**src/rtl/control_unit_stack.sv**
```systemverilog
// Multicycle control unit for the accumulator CPU.
// Adds a return-address stack for CALL/RET, inverted jumps and HLT with resume.
module control_unit_stack #(
    parameter int WORD_W      = 8,
    parameter int ADDR_W      = 6,
    parameter int STACK_DEPTH = 4,
    parameter int SP_W        = 3
) (
    input  logic              clk_i,
    input  logic              reset_i,
    output logic              mem_re_o,
    output logic              mem_we_o,
    output logic [ADDR_W-1:0] mem_addr_o,
    output logic [WORD_W-1:0] mem_wdata_o,
    input  logic [WORD_W-1:0] mem_rdata_i,
    output logic [WORD_W-1:0] reg_wdata_o,
    output logic              ir_we_o,
    output logic              a_we_o,
    output logic              mdr_we_o,
    output logic              opnd_we_o,
    output logic              out_we_o,
    input  logic [WORD_W-1:0] ir_i,
    input  logic [WORD_W-1:0] a_i,
    input  logic [WORD_W-1:0] mdr_i,
    input  logic [WORD_W-1:0] opnd_i,
    input  logic [WORD_W-1:0] in_i,
    output logic [2:0]        alu_oc_o,
    output logic [WORD_W-1:0] alu_a_o,
    output logic [WORD_W-1:0] alu_b_o,
    input  logic [WORD_W-1:0] alu_res_i,
    input  logic              alu_carry_i,
    input  logic              bl_prog_i,
    input  logic              bl_we_i,
    input  logic [ADDR_W-1:0] bl_addr_i,
    input  logic [WORD_W-1:0] bl_data_i,
    input  logic              resume_i,
    output logic              halted_o,
    output logic [1:0]        err_code_o,
    output logic [ADDR_W-1:0] pc_o,
    output logic [SP_W-1:0]   sp_o
);

    localparam logic [3:0] S_RESET     = 4'd0;
    localparam logic [3:0] S_PROG      = 4'd1;
    localparam logic [3:0] S_FETCH_I   = 4'd2;
    localparam logic [3:0] S_DECODE    = 4'd3;
    localparam logic [3:0] S_FETCH_O   = 4'd4;
    localparam logic [3:0] S_FETCH_MDR = 4'd5;
    localparam logic [3:0] S_EXEC_ALU  = 4'd6;
    localparam logic [3:0] S_EXEC      = 4'd7;
    localparam logic [3:0] S_HALT      = 4'd8;
    localparam logic [3:0] S_TRAP      = 4'd9;

    localparam logic [4:0] OP_NOP  = 5'h00;
    localparam logic [4:0] OP_INC  = 5'h05;
    localparam logic [4:0] OP_DEC  = 5'h06;
    localparam logic [4:0] OP_JMP  = 5'h08;
    localparam logic [4:0] OP_JZ   = 5'h09;
    localparam logic [4:0] OP_JC   = 5'h0A;
    localparam logic [4:0] OP_LD   = 5'h0B;
    localparam logic [4:0] OP_ST   = 5'h0C;
    localparam logic [4:0] OP_IN   = 5'h0D;
    localparam logic [4:0] OP_OUT  = 5'h0E;
    localparam logic [4:0] OP_LDI  = 5'h0F;
    localparam logic [4:0] OP_CALL = 5'h10;
    localparam logic [4:0] OP_RET  = 5'h11;
    localparam logic [4:0] OP_HLT  = 5'h12;
    localparam logic [4:0] OP_JNZ  = 5'h13;
    localparam logic [4:0] OP_JNC  = 5'h14;

    localparam logic [SP_W-1:0] SP_FULL = SP_W'(STACK_DEPTH);

    logic [3:0]        state_q, state_d;
    logic [ADDR_W-1:0] pc_q, pc_d;
    logic [SP_W-1:0]   sp_q, sp_d;
    logic              z_q, z_d, c_q, c_d;
    logic [1:0]        err_q, err_d;
    logic              push;
    logic [ADDR_W-1:0] stack_q [2**SP_W];

    logic [4:0]        op;
    logic [ADDR_W-1:0] opnd_addr, pc_inc;
    logic [SP_W-1:0]   sp_dec;
    logic              is_alu, is_incdec, has_opnd, illegal, need_mdr;
    logic              unused_ok;

    assign op        = ir_i[4:0];
    assign opnd_addr = opnd_i[ADDR_W-1:0];
    assign pc_inc    = pc_q + ADDR_W'(1);
    assign sp_dec    = sp_q - SP_W'(1);
    assign unused_ok = ^{ir_i, opnd_i};

    assign is_alu    = (op != OP_NOP) && (op <= 5'h07);
    assign is_incdec = (op == OP_INC) || (op == OP_DEC);
    assign illegal   = (op > OP_JNC);
    assign need_mdr  = is_alu || (op == OP_LD);
    assign has_opnd  = (is_alu && !is_incdec)
                     || ((op >= OP_JMP) && (op <= OP_ST))
                     || (op == OP_LDI) || (op == OP_CALL)
                     || (op == OP_JNZ) || (op == OP_JNC);

    assign halted_o   = (state_q == S_HALT) || (state_q == S_TRAP);
    assign err_code_o = err_q;
    assign pc_o       = pc_q;
    assign sp_o       = sp_q;

    always_comb begin
        state_d     = state_q;
        pc_d        = pc_q;
        sp_d        = sp_q;
        z_d         = z_q;
        c_d         = c_q;
        err_d       = err_q;
        push        = 1'b0;
        mem_re_o    = 1'b0;
        mem_we_o    = 1'b0;
        mem_addr_o  = '0;
        mem_wdata_o = '0;
        reg_wdata_o = '0;
        ir_we_o     = 1'b0;
        a_we_o      = 1'b0;
        mdr_we_o    = 1'b0;
        opnd_we_o   = 1'b0;
        out_we_o    = 1'b0;
        alu_oc_o    = '0;
        alu_a_o     = '0;
        alu_b_o     = '0;
        case (state_q)
            S_RESET: state_d = bl_prog_i ? S_PROG : S_FETCH_I;
            S_PROG: begin
                mem_we_o    = bl_we_i;
                mem_addr_o  = bl_addr_i;
                mem_wdata_o = bl_data_i;
                pc_d        = '0;
                sp_d        = '0;
                z_d         = 1'b0;
                c_d         = 1'b0;
                err_d       = 2'b00;
                state_d     = bl_prog_i ? S_PROG : S_FETCH_I;
            end
            S_FETCH_I: begin
                mem_re_o    = 1'b1;
                mem_addr_o  = pc_q;
                reg_wdata_o = mem_rdata_i;
                ir_we_o     = 1'b1;
                pc_d        = pc_inc;
                state_d     = S_DECODE;
            end
            S_DECODE: begin
                if (op == OP_NOP) begin
                    state_d = S_FETCH_I;
                end else if (illegal) begin
                    err_d   = 2'b11;
                    state_d = S_TRAP;
                end else if (has_opnd) begin
                    state_d = S_FETCH_O;
                end else if (need_mdr) begin
                    state_d = S_FETCH_MDR;
                end else begin
                    state_d = S_EXEC;
                end
            end
            S_FETCH_O: begin
                mem_re_o    = 1'b1;
                mem_addr_o  = pc_q;
                reg_wdata_o = mem_rdata_i;
                opnd_we_o   = 1'b1;
                pc_d        = pc_inc;
                state_d     = need_mdr ? S_FETCH_MDR : S_EXEC;
            end
            S_FETCH_MDR: begin
                mdr_we_o = 1'b1;
                if (is_incdec) begin
                    reg_wdata_o = WORD_W'(1);
                end else begin
                    mem_re_o    = 1'b1;
                    mem_addr_o  = opnd_addr;
                    reg_wdata_o = mem_rdata_i;
                end
                state_d = is_alu ? S_EXEC_ALU : S_EXEC;
            end
            S_EXEC_ALU: begin
                alu_oc_o    = ir_i[2:0];
                alu_a_o     = a_i;
                alu_b_o     = mdr_i;
                reg_wdata_o = alu_res_i;
                a_we_o      = 1'b1;
                c_d         = alu_carry_i;
                z_d         = (alu_res_i == '0);
                state_d     = bl_prog_i ? S_PROG : S_FETCH_I;
            end
            S_EXEC: begin
                state_d = bl_prog_i ? S_PROG : S_FETCH_I;
                unique case (op)
                    OP_JMP: pc_d = opnd_addr;
                    OP_JZ:  if (z_q)  pc_d = opnd_addr;
                    OP_JNZ: if (!z_q) pc_d = opnd_addr;
                    OP_JC:  if (c_q)  pc_d = opnd_addr;
                    OP_JNC: if (!c_q) pc_d = opnd_addr;
                    OP_LD: begin
                        a_we_o      = 1'b1;
                        reg_wdata_o = mdr_i;
                    end
                    OP_ST: begin
                        mem_we_o    = 1'b1;
                        mem_addr_o  = opnd_addr;
                        mem_wdata_o = a_i;
                    end
                    OP_IN: begin
                        a_we_o      = 1'b1;
                        reg_wdata_o = in_i;
                    end
                    OP_OUT: begin
                        out_we_o    = 1'b1;
                        reg_wdata_o = a_i;
                    end
                    OP_LDI: begin
                        a_we_o      = 1'b1;
                        reg_wdata_o = opnd_i;
                    end
                    OP_CALL: begin
                        if (sp_q == SP_FULL) begin
                            err_d   = 2'b01;
                            state_d = S_TRAP;
                        end else begin
                            push = 1'b1;
                            sp_d = sp_q + SP_W'(1);
                            pc_d = opnd_addr;
                        end
                    end
                    OP_RET: begin
                        if (sp_q == '0) begin
                            err_d   = 2'b10;
                            state_d = S_TRAP;
                        end else begin
                            sp_d = sp_dec;
                            pc_d = stack_q[sp_dec];
                        end
                    end
                    OP_HLT:  state_d = S_HALT;
                    default: ;
                endcase
            end
            S_HALT: begin
                if (bl_prog_i)     state_d = S_PROG;
                else if (resume_i) state_d = S_FETCH_I;
            end
            S_TRAP:  state_d = S_TRAP;
            default: state_d = S_RESET;
        endcase
    end

    always_ff @(posedge clk_i or posedge reset_i) begin
        if (reset_i) begin
            state_q <= S_RESET;
            pc_q    <= '0;
            sp_q    <= '0;
            z_q     <= 1'b0;
            c_q     <= 1'b0;
            err_q   <= 2'b00;
        end else begin
            state_q <= state_d;
            pc_q    <= pc_d;
            sp_q    <= sp_d;
            z_q     <= z_d;
            c_q     <= c_d;
            err_q   <= err_d;
        end
    end

    // Stack contents are don't-care after reset, so no reset branch.
    always_ff @(posedge clk_i) begin
        if (push) stack_q[sp_q] <= pc_q;
    end

endmodule
```
**config.mk**
```make
export PLATFORM = sky130hd
export DESIGN_NAME = control_unit_stack
export DESIGN_NICKNAME = d
export VERILOG_FILES = /design/src/rtl/control_unit_stack.sv
export SDC_FILE = /design/constraint.sdc
export NUM_CORES = 1
export LEC_CHECK = 0
export CORE_MARGIN = 2
export CORE_UTILIZATION = 50
export CTS_BUF_LIST = sky130_fd_sc_hd__clkbuf_16
export DETAILED_ROUTE_END_ITERATION = 7
export PLACE_DENSITY = 0.89
export RECOVER_POWER = 100
export SLEW_MARGIN = 20
export SYNTH_ARGS = -nofsm -noshare
export SYNTH_HDL_FRONTEND = slang
export SYNTH_SLANG_ARGS = --single-unit
```
**constraint.sdc**
```tcl
create_clock -name clk_i -period 8.95 [get_ports clk_i]
set_input_delay 2.685 -clock clk_i [delete_from_list [all_inputs] [get_ports clk_i]]
set_output_delay 2.685 -clock clk_i [all_outputs]
set_load 0.05 [all_outputs]
```
==> impl_metrics.csv, run 1 <==
group,metric,value,unit
setup_path,crit_path_max_fanout,11,
sta,totalNegativeSetupSlack,0,ns
yosys,ys_dominant_reg_cell,"sky130_fd_sc_hd__edfxtp_1",
global_route,global_route.overflow_total,0,
yosys,synth_edf_count,48,
sta,final_min_period_over_clock_period,94.8,%
sta,transition_time_at_the_pin_with_the_least_slew_margin,1.33,ns
clock_tree,postCtsResizedCells,0,
global_route,grt_usage,30.0,%
clock_tree,postCtsSetupRepairBufs,0,
sta,final.min_clock_period,8.49,ns
clock_tree,clk_path_buf_depth,2,
yosys,synth.avg_cell_area,10.6,µm²
yosys,post_synth_instance_area,4140,µm²
global_route,grt_first_pass_wirelength,20100,µm
global_route,grt_start_max_net_pins,31,
route,num_vias,3907,
layout,nets,593,
yosys,synth_cell_types,62,
yosys,synth_seq_cells,65,
floorplanning,fp-row-count,33,
global_route,grtUsageMet2,47.5,%
global_route,grt_antenna_before_repair,0,
run_status,status,"complete, no violations",
clock_tree,number_of_buffers_added_to_fix_hold_violations_after_cts,0,
global_route,global_route.peak_usage_layer,"met2",
placement,placed_wire_length_estimate_after_detailed_placement,9520,µm
global_route,grt.met1_usage,41.3,%
layout,layout.cells.non_filler,623,
floorplanning,die_width,95.0,µm
clock_tree,cts_buffers,9,
placement,place.detailed.instances,607,
clock_tree,later_pin_clock_latency_in_the_skew_report,0.33,ns
route,ant_nets,0,
floorplanning,chipHeight,95.0,µm
layout,final_layout_size_suffix_gt1_share,10.2,%
route,wire_per_inst,21.4,µm
route,wl,13300,µm
route,dr.pass1.iters,6,
setup_path,timing.critical_path.to_type,"output pin",
yosys,register_area_share_after_synthesis,45.1,%
setup_path,setup.worst_path.start_class,"primary input",
pwr,p_per_area,280,nW/µm²
pwr,total_leakage_power,2.22,nW
layout,multiInputGateArea,2050,µm²
min_path,min_path_type,"reg -> reg",
route,drt-initial-drc-count,484,
floorplanning,die_area,9020,µm²
setup_path,criticalPathCategory,"in -> out",
sta,hold_viol_final,0,
global_route,grt_pass1_vias,3685,
setup_path,crit-reg2reg-launch,"sp_o[0]",
layout,insertedDiodeCount,0,
sta,setup-violations-final,0,
global_route,groute.layer.met3.usage,5.91,%
route,avgViaCountPerCell,6.27,
yosys,synth.net_count,472,
sta,peak_clock_frequency_supported_by_timing,118,MHz
route,post-route-drc-count,0,
yosys,async_reset_ff_share,26.2,%
placement,io_buffer_count,132,
clock_tree,cts_tree,"built",
floorplanning,coreArea,8130,µm²
min_path,holdCritStartpoint,"err_code_o[0]",
pwr,post-layout-total-power,1.62,mW
floorplanning,floorplan.io_pins,136,
clock_tree,clock-sinks,65,
pwr,ir_worst_vdd,270,µV
setup_path,worstPathArrival,5.80,ns
layout,area_growth_syn_to_layout,39.4,%
sta,slew_viol_final,0,
floorplanning,starting_density,50.9,%
layout,ff_latch_area,1870,µm²
layout,finalCoreUtilization,70.9,%
layout,n_fill_cell,586,
clock_tree,clkSlewWorstSetupHoldPaths,0.06,ns
placement,gpl.final_weighted_congestion,0.946,
setup_path,crit_start,"ir_i[1]",
clock_tree,htreeDepth,3,
yosys,ys_warn_count,0,
clock_tree,root_buffer,"sky130_fd_sc_hd__clkbuf_16",
setup_path,critical_path_required,6.27,ns
job,timing.max_cap.violations,0,
sta,timing.clock.skew,0.00767,ns
sta,rsz_0062_raised_after_global_routing,"false",
yosys,postSynthCellCount,392,
sta,timing.max_slew.rel_slack,10.4,%
-- registers in the layout, indices dropped and copies added, names as in the netlist --
register,cells
pc_o,6
state_q,4
c_q,1
z_q,1
sp_o,3
stack_q,48
err_code_o,2
-- critical path: stages --
cell                            delay (ns)
sky130_fd_sc_hd__dlygate4sd3_1        0.69
sky130_fd_sc_hd__clkbuf_1             0.21
sky130_fd_sc_hd__nor2_1               0.48
sky130_fd_sc_hd__nand3_1              0.23
sky130_fd_sc_hd__a2111oi_2            0.92
sky130_fd_sc_hd__a222oi_1             0.24
sky130_fd_sc_hd__inv_1                0.12
sky130_fd_sc_hd__buf_4                0.21
-- stage by stage --
| stage | hold WS [ns] | area (µm²) | worst slack, ns |
|---|---|---|---|
| floorplan | 0.480 | 4140 | 0.803 |
| global placement | 0.489 | 5510 | 0.751 |
| detailed placement | 0.487 | 5510 | 0.713 |
| CTS | 0.508 | 5820 | 0.706 |
| global route | 0.534 | 5770 | 0.274 |
| finish | 0.496 | 5770 | 0.464 |
-- path summary, 6_finish.rpt --
kind | to | depth (start not counted) | slack [ns]
max in group asynchronous | pc_o[1] | 2 | 5.58
max reg2reg | pc_o[0] | 8 | 5.33
min in group asynchronous | state_q[3] | 2 | 2.91
max | mem_addr_o[2] | 8 | 0.46
min reg2reg | err_code_o[0] | 1 | 0.50
min | err_code_o[0] | 1 | 0.50
-- power breakdown --
| part | internal (mW) | switching (mW) |
|---|---|---|
| Clock | 0.220 | 0.137 |
| Combinational | 0.264 | 0.529 |
| Sequential | 0.380 | 0.0863 |
| Total | 0.864 | 0.752 |
-- kinds of logic after synthesis --
kind of cell,share of synthesized area (%)
AOI/OAI and AO/OA,19.7
xor gates and xnor gates,1.66
adders and majority gates,1.45
buffers and inverters,4.32
DFF,45.1
muxes,10.7
and+or+nand+nor,17.1
-- metal layers --
layer	share of wire (%)	wire length, µm
met1	38	5130
met4	2.9	385
met3	8.8	1170
met5	0	0
met2	50	6650
-- cell usage after synthesis (5+ instances only) --
cell type / instances / area share (%)
sky130_fd_sc_hd__a22oi_1: 7 / 1.3
sky130_fd_sc_hd__nand2_1: 26 / 2.4
sky130_fd_sc_hd__nor2_1: 37 / 3.4
sky130_fd_sc_hd__a21oi_1: 24 / 2.9
sky130_fd_sc_hd__mux2_2: 6 / 1.6
sky130_fd_sc_hd__nor2b_1: 5 / 0.76
sky130_fd_sc_hd__nand3_1: 8 / 0.97
sky130_fd_sc_hd__and2_1: 21 / 3.2
sky130_fd_sc_hd__dfrtp_1: 17 / 10
sky130_fd_sc_hd__a32oi_1: 7 / 1.5
sky130_fd_sc_hd__edfxtp_1: 48 / 35
sky130_fd_sc_hd__nor3_1: 9 / 1.1
sky130_fd_sc_hd__clkbuf_1: 15 / 1.4
sky130_fd_sc_hd__a22o_1: 11 / 2.3
sky130_fd_sc_hd__a221o_1: 7 / 1.7
sky130_fd_sc_hd__buf_2: 11 / 1.3
sky130_fd_sc_hd__inv_1: 14 / 1.3
sky130_fd_sc_hd__o21ai_0: 15 / 1.8
sky130_fd_sc_hd__mux2i_1: 6 / 1.5
sky130_fd_sc_hd__mux4_2: 12 / 6.5
sky130_fd_sc_hd__a222oi_1: 7 / 1.7
-- placed cells by master, fill, tap and decap left out, types with 3 or more instances in the layout --
master	netlist	final
sky130_fd_sc_hd__nor3_1	9	8
sky130_fd_sc_hd__mux2_2	6	6
sky130_fd_sc_hd__nand3_1	8	8
sky130_fd_sc_hd__inv_1	14	14
sky130_fd_sc_hd__nor2b_1	5	5
sky130_fd_sc_hd__ha_1	4	4
sky130_fd_sc_hd__xnor2_1	3	3
sky130_fd_sc_hd__a221o_1	7	7
sky130_fd_sc_hd__a21oi_1	24	24
sky130_fd_sc_hd__o211ai_1	3	3
sky130_fd_sc_hd__edfxtp_1	48	48
sky130_fd_sc_hd__a32oi_1	7	7
sky130_fd_sc_hd__mux2i_1	6	6
sky130_fd_sc_hd__and3_1	4	4
sky130_fd_sc_hd__dfrtp_1	17	17
sky130_fd_sc_hd__a222oi_1	7	7
sky130_fd_sc_hd__inv_6	0	3
sky130_fd_sc_hd__a22o_1	11	11
sky130_fd_sc_hd__nor4_1	3	3
sky130_fd_sc_hd__and2_1	21	20
sky130_fd_sc_hd__xor2_1	3	3
sky130_fd_sc_hd__nor3b_1	2	3
sky130_fd_sc_hd__buf_4	0	10
sky130_fd_sc_hd__nand2_1	26	26
sky130_fd_sc_hd__o21ai_0	15	16
sky130_fd_sc_hd__clkdlybuf4s50_1	0	67
sky130_fd_sc_hd__nor2_1	37	38
sky130_fd_sc_hd__dlygate4sd3_1	0	59
sky130_fd_sc_hd__o21a_1	3	3
sky130_fd_sc_hd__mux2_1	4	4
sky130_fd_sc_hd__a221oi_1	3	3
sky130_fd_sc_hd__nand2b_1	4	4
sky130_fd_sc_hd__mux4_2	12	12
sky130_fd_sc_hd__nor3_2	2	3
sky130_fd_sc_hd__a22oi_1	7	7
sky130_fd_sc_hd__clkbuf_16	0	9
sky130_fd_sc_hd__nand4_1	3	3
sky130_fd_sc_hd__o31ai_1	2	3
-- area by class of cell --
| type | instances | share of cell area (%) |
|---|---|---|
| Tap cell | 105 | 2.28 |
| Multi-Input combinational cell | 283 | 35.6 |
| Clock buffer | 9 | 3.91 |
| Sequential cell | 65 | 32.4 |
| Inverter | 15 | 0.976 |
| Timing Repair Buffer | 139 | 23.4 |
| Clock inverter | 7 | 1.43 |
Power figures use the tool's default switching activity.
==> run 2: changes to the inputs <==
- CELL_PAD_IN_SITES_DETAIL_PLACEMENT: default -> 1
- CELL_PAD_IN_SITES_GLOBAL_PLACEMENT: default -> 2
- CORE_UTILIZATION: 50 -> 31
- PLACE_DENSITY: 0.89 -> 0.9
==> run 2 against run 1 <==
  * Routed wire length grew 10%
  * Combinational power shrank 0.8%
  * Critical path depth is the same
  * Core utilization shrank 26 points
  * Cell count grew 12%
  * First-iteration DRC count shrank 34%
  * Critical path type unchanged
  * Global-route usage shrank 9.1 points
  * Setup slack gained 0.070 ns
==> impl_metrics.csv, run 2 (same netlist as run 1, synthesis figures left out) <==
group,metric,value,unit
route,wire_per_inst,21.1,µm
setup_path,criticalPathCategory,"in -> out",
run_status,status,"complete, no violations",
pwr,total_leakage_power,2.26,nW
route,wl,14700,µm
setup_path,setup.worst_path.start_class,"primary input",
floorplanning,starting_density,31.5,%
clock_tree,cts_buffers,9,
setup_path,path_cells,"dlygate4sd3_1, nor2_1, nand3_1, a2111oi_0, clkbuf_1, a222oi_1, inv_1, clkbuf_2",
sta,setup_ws,0.534,ns
floorplanning,die_area,14300,µm²
floorplanning,die_width,120,µm
min_path,min_path_type,"reg -> reg",
sta,hold_viol_final,0,
clock_tree,clkSlewWorstSetupHoldPaths,0.06,ns
sta,final_min_period_over_clock_period,94.0,%
sta,transition_time_at_the_pin_with_the_least_slew_margin,1.24,ns
floorplanning,coreArea,13100,µm²
route,dr.pass1.iters,5,
clock_tree,clock-sinks,65,
layout,insertedDiodeCount,0,
clock_tree,later_pin_clock_latency_in_the_skew_report,0.33,ns
layout,top_register,"stack_q",
job,timing.max_cap.violations,0,
layout,layout_common_cells,"sky130_fd_sc_hd__clkdlybuf4s50_1, sky130_fd_sc_hd__dlygate4sd3_1, sky130_fd_sc_hd__edfxtp_1, sky130_fd_sc_hd__nor2_1, sky130_fd_sc_hd__nand2_1",
layout,final_common_cell,"sky130_fd_sc_hd__clkdlybuf4s50_1",
layout,largest_register_ffs,48,
setup_path,reg2reg_slack,5.59,ns
layout,area_growth_syn_to_layout,42.8,%
clock_tree,postCtsResizedCells,0,
setup_path,critical-path-slowest-cell,"sky130_fd_sc_hd__dlygate4sd3_1",
clock_tree,root_buffer,"sky130_fd_sc_hd__clkbuf_16",
floorplanning,chipHeight,120,µm
global_route,grt_start_max_net_pins,31,
route,drt-initial-drc-count,320,
sta,rsz_0062_raised_after_global_routing,"false",
pwr,p_per_area,283,nW/µm²
setup_path,crit_path_max_fanout,16,
setup_path,timing.critical_path.to_type,"output pin",
route,num_vias,3780,
clock_tree,clk_path_buf_depth,2,
setup_path,crit_path_end,"mem_addr_o[1]",
setup_path,crit_start,"ir_i[1]",
global_route,grt_pass1_vias,4056,
setup_path,crit-reg2reg-launch,"state_q[0]",
global_route,grt_antenna_before_repair,0,
layout,n_fill_cell,1463,
sta,peak_clock_frequency_supported_by_timing,119,MHz
sta,setup-violations-final,0,
clock_tree,htreeDepth,3,
floorplanning,fp-row-count,42,
placement,pre_cts_ws,0.640,ns
placement,placed_wire_length_estimate_after_detailed_placement,10900,µm
setup_path,r2r.worst_path.cells,5,
global_route,grt_usage,20.9,%
pwr,ir_worst_vdd,130,µV
route,ant_nets,0,
sta,slew_viol_final,0,
clock_tree,cts_tree,"built",
route,post-route-drc-count,0,
sta,final.min_clock_period,8.42,ns
placement,gpl.final_weighted_congestion,0.849,
global_route,grt_first_pass_wirelength,23200,µm
global_route,global_route.overflow_total,0,
clock_tree,number_of_buffers_added_to_fix_hold_violations_after_cts,0,
setup_path,worstPathArrival,5.73,ns
sta,timing.clock.skew,0.00462,ns
route,avgViaCountPerCell,5.43,
setup_path,worstReg2RegEnd,"stack_q[1][4]",
floorplanning,floorplan.io_pins,136,
sta,totalNegativeSetupSlack,0,ns
sta,timing.max_slew.rel_slack,17.0,%
setup_path,critical_path.max_stage_delay,0.77,ns
clock_tree,postCtsSetupRepairBufs,0,
placement,io_buffer_count,132,
layout,nets,595,
setup_path,critical_path_required,6.27,ns
layout,final_layout_size_suffix_gt1_share,10.6,%
==> run 2: layout make-up <==
type,instances,area [µm²],area share [%]
Clock inverter,7,125,2.12
Inverter,15,56.3,0.953
Clock buffer,9,225,3.81
Tap cell,176,220,3.73
Sequential cell,65,1870,31.6
Multi-Input combinational cell,283,2050,34.7
Timing Repair Buffer,141,1360,23.1
==> run 2: how the worst min path moves through the flow <==
stage                             start       endpoint  slack (ns)  depth (start not counted)
after floorplan                     z_q            z_q        0.48                          1
after global placement    err_code_o[1]  err_code_o[1]        0.48                          1
after detailed placement  err_code_o[0]  err_code_o[0]        0.50                          1
after CTS                 err_code_o[1]  err_code_o[1]        0.51                          1
after global routing      err_code_o[0]  err_code_o[0]        0.52                          1
final                     err_code_o[0]  err_code_o[0]        0.50                          1
==> run 2: worst max-delay path, delay by kind of cell <==
family / cells / cell delay, ns
buffers and inverters: 4 / 1.48
AND/OR/NAND/NOR: 2 / 0.82
AO/OA/AOI/OAI: 2 / 0.73
==> run 2: layer usage <==
layer | track usage [%] | wire (µm) | share of wire [%]
met3 | 3.99 | 701 | 4.8
met4 | 6.91 | 307 | 2.1
met1 | 27.0 | 6310 | 43
met2 | 35.1 | 7380 | 50
met5 | 0 | 0 | 0
==> run 2: through the flow <==
stage	power (mW)	cells	utilization [%]	instance area, µm²	hold WS [ns]
floorplan	1.01	392	-	4140	0.480
global placement	1.28	680	42.7	5610	0.481
detailed placement	1.30	680	42.7	5610	0.500
CTS	1.72	696	45.4	5960	0.513
global route	1.75	696	45.0	5910	0.519
finish	1.67	696	45.0	5910	0.495
==> run 2: power breakdown <==
part | total, mW | leakage, nW | internal [mW] | switching (mW)
clock network | 0.413 | 0.171 | 0.275 | 0.138
logic | 0.787 | 1.43 | 0.262 | 0.525
registers | 0.470 | 0.657 | 0.380 | 0.0904
total | 1.67 | 2.26 | 0.917 | 0.753
==> run 3: changes to the inputs <==
- CTS_BUF_LIST: sky130_fd_sc_hd__clkbuf_16 -> sky130_fd_sc_hd__clkbuf_4 sky130_fd_sc_hd__clkbuf_8 sky130_fd_sc_hd__clkbuf_16
==> results of run 3 <==
Same layout as run 2: the final DEF is identical, and so are final timing and power.
